[src/rtl/chess_pkg.sv]
// chess_pkg: shared constants and types for the chessboard scan sequencer.
//   H_PIX_D / V_PIX_D : default frame size in pixels
//   SQ_D              : default square edge in pixels
//   state_e           : sequencer states (IDLE / RUN / FIN), 2-bit encoding
package chess_pkg;

  localparam int H_PIX_D = 800;
  localparam int V_PIX_D = 800;
  localparam int SQ_D    = 100;

  typedef enum logic [1:0] {
    IDLE = 2'd0,
    RUN  = 2'd1,
    FIN  = 2'd2
  } state_e;

endpackage

[src/rtl/chess_axis_cnt.sv]
// chess_axis_cnt: one scan axis (X or Y) of the chessboard sequencer.
// Tracks the position along the axis plus a sub-square counter whose wrap
// toggles the cell parity, so the square colour needs no divide or modulo.
//   CLK, RST : clock, synchronous active-high reset
//   clr      : clear position, sub-square counter and parity
//   step     : advance one position; wraps to 0 after N-1
//   pos      : current position 0..N-1
//   parity   : (pos / SQ) mod 2
//   last     : pos == N-1
module chess_axis_cnt
  import chess_pkg::*;
#(
  parameter int N  = H_PIX_D,
  parameter int SQ = SQ_D,
  parameter int W  = $clog2(N)
) (
  input  logic         CLK,
  input  logic         RST,
  input  logic         clr,
  input  logic         step,
  output logic [W-1:0] pos,
  output logic         parity,
  output logic         last
);

  // A one-pixel square still needs a 1-bit sub counter.
  localparam int SW = (SQ > 1) ? $clog2(SQ) : 1;

  logic [W-1:0]  pos_q, pos_d;
  logic [SW-1:0] sub_q, sub_d;
  logic          par_q, par_d;

  assign last = (pos_q == W'(N - 1));

  // Next position, sub-square count and parity.
  always_comb begin
    pos_d = pos_q;
    sub_d = sub_q;
    par_d = par_q;
    if (clr) begin
      pos_d = {W{1'b0}};
      sub_d = {SW{1'b0}};
      par_d = 1'b0;
    end else if (step) begin
      if (last) begin
        // Axis wrap also clears a partial final square.
        pos_d = {W{1'b0}};
        sub_d = {SW{1'b0}};
        par_d = 1'b0;
      end else begin
        pos_d = pos_q + {{(W-1){1'b0}}, 1'b1};
        if (sub_q == SW'(SQ - 1)) begin
          sub_d = {SW{1'b0}};
          par_d = ~par_q;
        end else begin
          sub_d = sub_q + {{(SW-1){1'b0}}, 1'b1};
          par_d = par_q;
        end
      end
    end else begin
      pos_d = pos_q;
    end
  end

  // Axis state registers.
  always_ff @(posedge CLK) begin
    if (RST) begin
      pos_q <= {W{1'b0}};
      sub_q <= {SW{1'b0}};
      par_q <= 1'b0;
    end else begin
      pos_q <= pos_d;
      sub_q <= sub_d;
      par_q <= par_d;
    end
  end

  assign pos    = pos_q;
  assign parity = par_q;

endmodule

[src/rtl/chess_scan_ctrl.sv]
// chess_scan_ctrl: raster-order sequencer for the chessboard pixel datapath.
// Emits one pixel per valid/ready transfer with coordinates, colour and
// frame markers; START/ABORT control, one-cycle DONE, latched colour invert.
//   CLK, RST        : clock, synchronous active-high reset
//   START / ABORT   : begin a frame (IDLE only) / cancel it (RUN only)
//   INVERT          : colour swap, captured when START is accepted
//   PIX_READY       : downstream accepts the presented pixel
//   PIX_VALID       : pixel outputs valid (whole of RUN)
//   PIX_DATA        : colour, 0 = dark, 1 = light
//   PIX_X / PIX_Y   : pixel coordinates
//   SOF / EOL / EOF : first pixel / last of line / last of frame
//   BUSY / DONE     : in RUN / one-cycle pulse after the final transfer
module chess_scan_ctrl
  import chess_pkg::*;
#(
  parameter int H_PIX = H_PIX_D,
  parameter int V_PIX = V_PIX_D,
  parameter int SQ    = SQ_D,
  parameter int XW    = $clog2(H_PIX),
  parameter int YW    = $clog2(V_PIX)
) (
  input  logic          CLK,
  input  logic          RST,
  input  logic          START,
  input  logic          ABORT,
  input  logic          INVERT,
  input  logic          PIX_READY,
  output logic          PIX_VALID,
  output logic          PIX_DATA,
  output logic [XW-1:0] PIX_X,
  output logic [YW-1:0] PIX_Y,
  output logic          SOF,
  output logic          EOL,
  output logic          EOF,
  output logic          BUSY,
  output logic          DONE
);

  state_e state_q, state_d;
  logic   inv_q, inv_d;
  logic   valid_q, valid_d;
  logic   done_q, done_d;

  logic          cnt_clr_s;
  logic          xfer_s;
  logic          y_step_s;
  logic [XW-1:0] x_pos_s;
  logic [YW-1:0] y_pos_s;
  logic          x_last_s, y_last_s;
  logic          px_s, py_s;

  assign xfer_s   = valid_q & PIX_READY;
  assign y_step_s = xfer_s & x_last_s;

  chess_axis_cnt #(.N(H_PIX), .SQ(SQ), .W(XW)) u_x_cnt (
    .CLK    (CLK),
    .RST    (RST),
    .clr    (cnt_clr_s),
    .step   (xfer_s),
    .pos    (x_pos_s),
    .parity (px_s),
    .last   (x_last_s)
  );

  chess_axis_cnt #(.N(V_PIX), .SQ(SQ), .W(YW)) u_y_cnt (
    .CLK    (CLK),
    .RST    (RST),
    .clr    (cnt_clr_s),
    .step   (y_step_s),
    .pos    (y_pos_s),
    .parity (py_s),
    .last   (y_last_s)
  );

  // Sequencer next state, invert capture and counter clear.
  always_comb begin
    state_d   = state_q;
    inv_d     = inv_q;
    cnt_clr_s = 1'b0;
    case (state_q)
      IDLE: begin
        if (START) begin
          state_d   = RUN;
          inv_d     = INVERT;
          cnt_clr_s = 1'b1;
        end else begin
          state_d = IDLE;
        end
      end
      RUN: begin
        // ABORT wins over the final transfer; counters clear either way.
        if (ABORT) begin
          state_d   = IDLE;
          cnt_clr_s = 1'b1;
        end else if (PIX_READY && x_last_s && y_last_s) begin
          state_d = FIN;
        end else begin
          state_d = RUN;
        end
      end
      FIN: begin
        state_d = IDLE;
      end
      default: begin
        state_d   = IDLE;
        cnt_clr_s = 1'b1;
      end
    endcase
    valid_d = (state_d == RUN);
    done_d  = (state_d == FIN);
  end

  // Sequencer state and registered status outputs.
  always_ff @(posedge CLK) begin
    if (RST) begin
      state_q <= IDLE;
      inv_q   <= 1'b0;
      valid_q <= 1'b0;
      done_q  <= 1'b0;
    end else begin
      state_q <= state_d;
      inv_q   <= inv_d;
      valid_q <= valid_d;
      done_q  <= done_d;
    end
  end

  // Position and colour only move on a transfer, so a stall holds them.
  assign PIX_VALID = valid_q;
  assign BUSY      = valid_q;
  assign DONE      = done_q;
  assign PIX_X     = x_pos_s;
  assign PIX_Y     = y_pos_s;
  assign PIX_DATA  = valid_q & (px_s ^ py_s ^ inv_q);
  assign SOF       = valid_q & (x_pos_s == {XW{1'b0}}) & (y_pos_s == {YW{1'b0}});
  assign EOL       = valid_q & x_last_s;
  assign EOF       = valid_q & x_last_s & y_last_s;

endmodule

[config.mk]
export PLATFORM = sky130hd
export DESIGN_NAME = chess_scan_ctrl
export DESIGN_NICKNAME = d
export VERILOG_FILES = /design/src/rtl/chess_pkg.sv /design/src/rtl/chess_axis_cnt.sv /design/src/rtl/chess_scan_ctrl.sv
export SDC_FILE = /design/constraint.sdc
export NUM_CORES = 1
export LEC_CHECK = 0
export BUFFER_PORTS_ARGS = -buffer_cell sky130_fd_sc_hd__buf_2
export CAP_MARGIN = 20
export CORE_MARGIN = 10
export CORE_UTILIZATION = 50
export CTS_CLUSTER_SIZE = 16
export DETAILED_ROUTE_END_ITERATION = 8
export PLACE_DENSITY = 0.75
export RECOVER_POWER = 50
export SLEW_MARGIN = 20
export SYNTH_ARGS = -nofsm -noshare
export SYNTH_HDL_FRONTEND = slang
export SYNTH_SLANG_ARGS = --single-unit
[constraint.sdc]
create_clock -name CLK -period 1.7 [get_ports CLK]
set_input_delay 0.085 -clock CLK [delete_from_list [all_inputs] [get_ports CLK]]
set_output_delay 0.085 -clock CLK [all_outputs]
set_load 0.02 [all_outputs]
==> report_table.html <==
<table>
<tr><th>Metric</th><th>Value</th></tr>
<tr><th colspan="2">Clock tree</th></tr>
<tr><td>Root Driver</td><td>clkbuf_8</td></tr>
<tr><td>Post-cts hold buffer count</td><td>0</td></tr>
<tr><td>Total CTS buffers</td><td>5</td></tr>
<tr><td>Clock tree from TritonCTS</td><td>done</td></tr>
<tr><td>CTS H-tree lvls</td><td>2</td></tr>
<tr><td>Clock sink total</td><td>41</td></tr>
<tr><td>Clk slew on worst S/H paths</td><td>80 ps</td></tr>
<tr><td>Clock latency of the later-clocked register in the worst-skew pair</td><td>290 ps</td></tr>
<tr><td>Buffer depth of the longest clock path</td><td>2</td></tr>
<tr><th colspan="2">STA</th></tr>
<tr><td>Minimum hold slack</td><td>25.7 ps</td></tr>
<tr><td>Final critical-path setup slack</td><td>-88.9 ps</td></tr>
<tr><td>Final Cycle Share</td><td>1.05</td></tr>
<tr><td>Achievable Freq</td><td>559 MHz</td></tr>
<tr><td>Tightest Pin Transition</td><td>446 ps</td></tr>
<tr><td>Skew final</td><td>7.58 ps</td></tr>
<tr><td>Worst-case headroom to the max-slew limit</td><td>0.702</td></tr>
<tr><td>RSZ-0062 raised after global routing</td><td>yes</td></tr>
<tr><td>Final number of max-transition violations</td><td>0</td></tr>
<tr><td>Post-layout min period</td><td>1790 ps</td></tr>
<tr><td>Setup TNS after final layout</td><td>-149 ps</td></tr>
<tr><td>Hold violation total from the final report</td><td>0</td></tr>
<tr><td>Final setup violating endpoints</td><td>2</td></tr>
<tr><th colspan="2">Setup path</th></tr>
<tr><td>Slowest stage cell on the critical path</td><td>or4_4</td></tr>
<tr><td>Sort of element at the start of the critical path</td><td>flip-flop</td></tr>
<tr><td>Maximum cell stage delay along the critical path</td><td>540 ps</td></tr>
<tr><td>CP max FO</td><td>2</td></tr>
<tr><td>Req. time, crit path</td><td>1620 ps</td></tr>
<tr><td>R2r setup slk</td><td>10 ps</td></tr>
<tr><td>Buffer and inverter count on the worst path</td><td>2</td></tr>
<tr><td>Gate family responsible for the most delay along the worst path</td><td>simple AND/OR/NAND/NOR gates</td></tr>
<tr><td>Classification of the worst setup path</td><td>reg -&gt; out</td></tr>
<tr><td>Cell chain of the critical path</td><td>buf_6 &gt; or4_4 &gt; nor4_4 &gt; buf_4</td></tr>
<tr><td>Worst Setup End Kind</td><td>primary output</td></tr>
<tr><td>Data arrival time at the worst-slack endpoint</td><td>1700 ps</td></tr>
<tr><th colspan="2">Power and ir drop</th></tr>
<tr><td>Lkg Pwr</td><td>1.15 nW</td></tr>
<tr><td>Total power per unit cell area</td><td>568 mW/mm²</td></tr>
<tr><td>PnR Total Power</td><td>1.67 mW</td></tr>
<tr><td>VDD IR max</td><td>0.577 mV</td></tr>
<tr><th colspan="2">Flow run</th></tr>
<tr><td>Max-capacitance violation count</td><td>0</td></tr>
<tr><th colspan="2">Floorplanning</th></tr>
<tr><td>Total Die Area</td><td>0.00721 mm²</td></tr>
<tr><td>Die Wd</td><td>84.9 µm</td></tr>
<tr><td>I/O pin count</td><td>33</td></tr>
<tr><td>Placement row count</td><td>23</td></tr>
<tr><td>Die Y</td><td>84.9 µm</td></tr>
<tr><td>Floorplan core area</td><td>0.00403 mm²</td></tr>
<tr><td>Starting utilization of the core area</td><td>0.523</td></tr>
<tr><th colspan="2">Outcome</th></tr>
<tr><td>Run status</td><td>complete, but fails checks</td></tr>
<tr><td>Violations in the final reports</td><td>negative setup slack</td></tr>
<tr><th colspan="2">Yosys</th></tr>
<tr><td>Main synth FF type</td><td>dfxtp_1</td></tr>
<tr><td>Post-Synthesis Mean Instance Area</td><td>8.46 µm²</td></tr>
<tr><td>Number of synthesized register bits</td><td>41</td></tr>
<tr><td>Proportion of synthesized chip area in sequential cells</td><td>0.390</td></tr>
<tr><td>Synthesis warning total</td><td>0</td></tr>
<tr><td>Syn Inst Count</td><td>249</td></tr>
<tr><td>Number of synthesized flops with an enable pin</td><td>0</td></tr>
<tr><td>Distinct cells, synth</td><td>42</td></tr>
<tr><td>Share of flip-flops with an asynchronous set or reset</td><td>0</td></tr>
<tr><td>Post-synth net total</td><td>261</td></tr>
<tr><td>Summed instance area of the synthesized netlist</td><td>0.00211 mm²</td></tr>
<tr><th colspan="2">Min path</th></tr>
<tr><td>Min-Delay Path Class</td><td>in -&gt; reg</td></tr>
<tr><th colspan="2">Final layout</th></tr>
<tr><td>Fillers</td><td>281</td></tr>
<tr><td>Net total in the final layout</td><td>333</td></tr>
<tr><td>Ant. Diodes</td><td>0</td></tr>
<tr><td>Area growth from synthesis to layout</td><td>39.9%</td></tr>
<tr><td>Fraction of final layout cells with drive strength greater than 1</td><td>0.394</td></tr>
<tr><th colspan="2">Detailed routing</th></tr>
<tr><td>DRC viols</td><td>0</td></tr>
<tr><td>Routed vias/inst</td><td>6.04</td></tr>
<tr><td>Detailed Routing Iterations Pass 1</td><td>4</td></tr>
<tr><td>Antenna-violating nets left</td><td>0</td></tr>
<tr><td>Wire length per cell after detailed routing</td><td>17.4 µm</td></tr>
<tr><td>Drt total wl</td><td>6420 µm</td></tr>
<tr><td>1st-iter DRT viols</td><td>186</td></tr>
<tr><td>Vias after detailed routing</td><td>2236</td></tr>
<tr><th colspan="2">Placement</th></tr>
<tr><td>Port buffer count</td><td>32</td></tr>
<tr><td>Weighted congestion at the end of routability-driven global placement</td><td>0.853</td></tr>
<tr><td>DP HPWL</td><td>4100 µm</td></tr>
<tr><th colspan="2">Global route</th></tr>
<tr><td>Wire length of the first global-routing pass</td><td>9620 µm</td></tr>
<tr><td>Antenna violations before repair</td><td>0</td></tr>
<tr><td>Total global routing track utilization</td><td>0.157</td></tr>
<tr><td>Final global-route overflow total</td><td>0</td></tr>
<tr><td>Via count of the first global-routing pass</td><td>2041</td></tr>
<tr><td>Pin count of the biggest net entering global routing</td><td>18</td></tr>
</table>
-- per-layer routing --
| layer | global-route usage | part of all wire | vias to the layer above | wire length (µm) |
|---|---|---|---|---|
| li1 | - | - | 1054 | - |
| met1 | 0.194 | 0.42 | 1074 | 2710 |
| met2 | 0.246 | 0.48 | 89 | 3050 |
| met3 | 0.0583 | 0.083 | 19 | 531 |
| met4 | 0.0479 | 0.020 | 0 | 130 |
| met5 | 0 | 0 | - | 0 |
-- synthesized netlist by cell type (all sizes together), types with 6 or more instances --
library cell	instances	area, µm²
xnor2	6	52.6
nor3	12	65.1
or3	6	42.5
dfxtp	41	821
and4	8	70.1
and3	6	37.5
nand3	19	95.1
xor2	11	96.3
buf	7	46.3
nand2	30	113
inv	6	22.5
nand4	12	81.3
ha	6	75.1
a21oi	17	85.1
nor2	16	60.1
-- cells by family (layout without fill, tap and decap cells) --
kind of cell	count (synthesis)	after routing	share of synthesized area
simple gates	130	131	0.353
flops	41	41	0.390
compound gates	38	38	0.108
xor+xnor	17	17	0.0707
buf+inv	16	86	0.0380
fa+ha+maj	6	6	0.0356
mux	1	1	0.00475
-- state kept, by name, indices dropped and copies added (netlist names) --
register / cells
u_y_cnt.parity: 1
DONE: 1
u_y_cnt.sub_q: 7
u_x_cnt.parity: 1
u_x_cnt.sub_q: 7
u_x_cnt.pos: 10
inv_q: 1
BUSY: 1
u_y_cnt.pos: 10
state_q: 2
-- where the power goes --
part	internal (mW)	switching, mW	leakage, nW
logic	0.0400	0.0738	0.772
registers	0.960	0.00608	0.337
clock network	0.271	0.323	0.0399
-- cells in the final DEF (no fill, tap or decap), types with 3 or more instances in the layout --
master    synthesis  routed
a21oi_1          17      15
a31oi_1           5       3
and2_1            4       4
and3_1            6       5
and4_1            8       5
and4_4            0       3
buf_2             4      28
buf_4             2      33
buf_6             1      10
clkbuf_8          0       5
dfxtp_1          41      31
dfxtp_2           0       6
dfxtp_4           0       4
ha_4              0       4
nand2_1          30      27
nand2_2           0       3
nand3_1          19      18
nand4_1          11      11
nor2_1           16      16
nor3_1           11       9
nor4b_1           4       3
o21ai_0           5       5
or3_1             5       5
xnor2_1           6       6
xor2_1           11      11
-- final timing paths --
check,from,to,depth (start not counted)
worst min-delay path,RST,inv_q$_SDFFE_PP0P_,2
worst max-delay path,u_y_cnt.pos[3]$_SDFFE_PP0P_,SOF,4
worst min register to register,u_x_cnt.sub_q[1]$_SDFFE_PP0P_,u_x_cnt.sub_q[1]$_SDFFE_PP0P_,2
worst max register to register,u_x_cnt.pos[0]$_SDFFE_PP0P_,u_y_cnt.pos[5]$_SDFFE_PP0P_,5
-- metrics by stage --
| step | util | std cells | cell area, µm² | setup slack, ps |
|---|---|---|---|---|
| after floorplan | - | 249 | 2140 | -27.6 |
| after global placement | 0.642 | 355 | 2590 | -48.1 |
| after detailed placement | 0.642 | 355 | 2590 | -83.8 |
| after CTS | 0.690 | 364 | 2780 | -61.5 |
| after global routing | 0.731 | 370 | 2950 | -125 |
| final | 0.731 | 370 | 2950 | -88.9 |
-- final cells by class --
| type | instances | area, µm² | area share |
|---|---|---|---|
| clock buffers | 5 | 68.8 | 0.0234 |
| clock inverters | 1 | 5.00 | 0.00170 |
| inverters | 6 | 27.5 | 0.00935 |
| multi-input cells | 193 | 1390 | 0.473 |
| flip-flops and latches | 41 | 843 | 0.286 |
| well taps | 50 | 62.6 | 0.0212 |
| repair buffers | 74 | 544 | 0.185 |
-- timing repair --
| action | 4_1_cts | 5_1_grt |
|---|---|---|
| gates cloned | 0 | 1 |
| endpoints found under the setup margin | 10 | 13 |
| gates resized for setup | 29 | 25 |
| pin swaps | 6 | 10 |
| buffers inserted | 3 | 5 |
-- worst reg2reg max path, cell delays in order, from the launching register on --
cell and delay, ps:
dfxtp_4 370, ha_4 140, and4_4 260, nand4_4 160
or4_4 580, a21oi_2 130
Power figures use the tool's default switching activity.
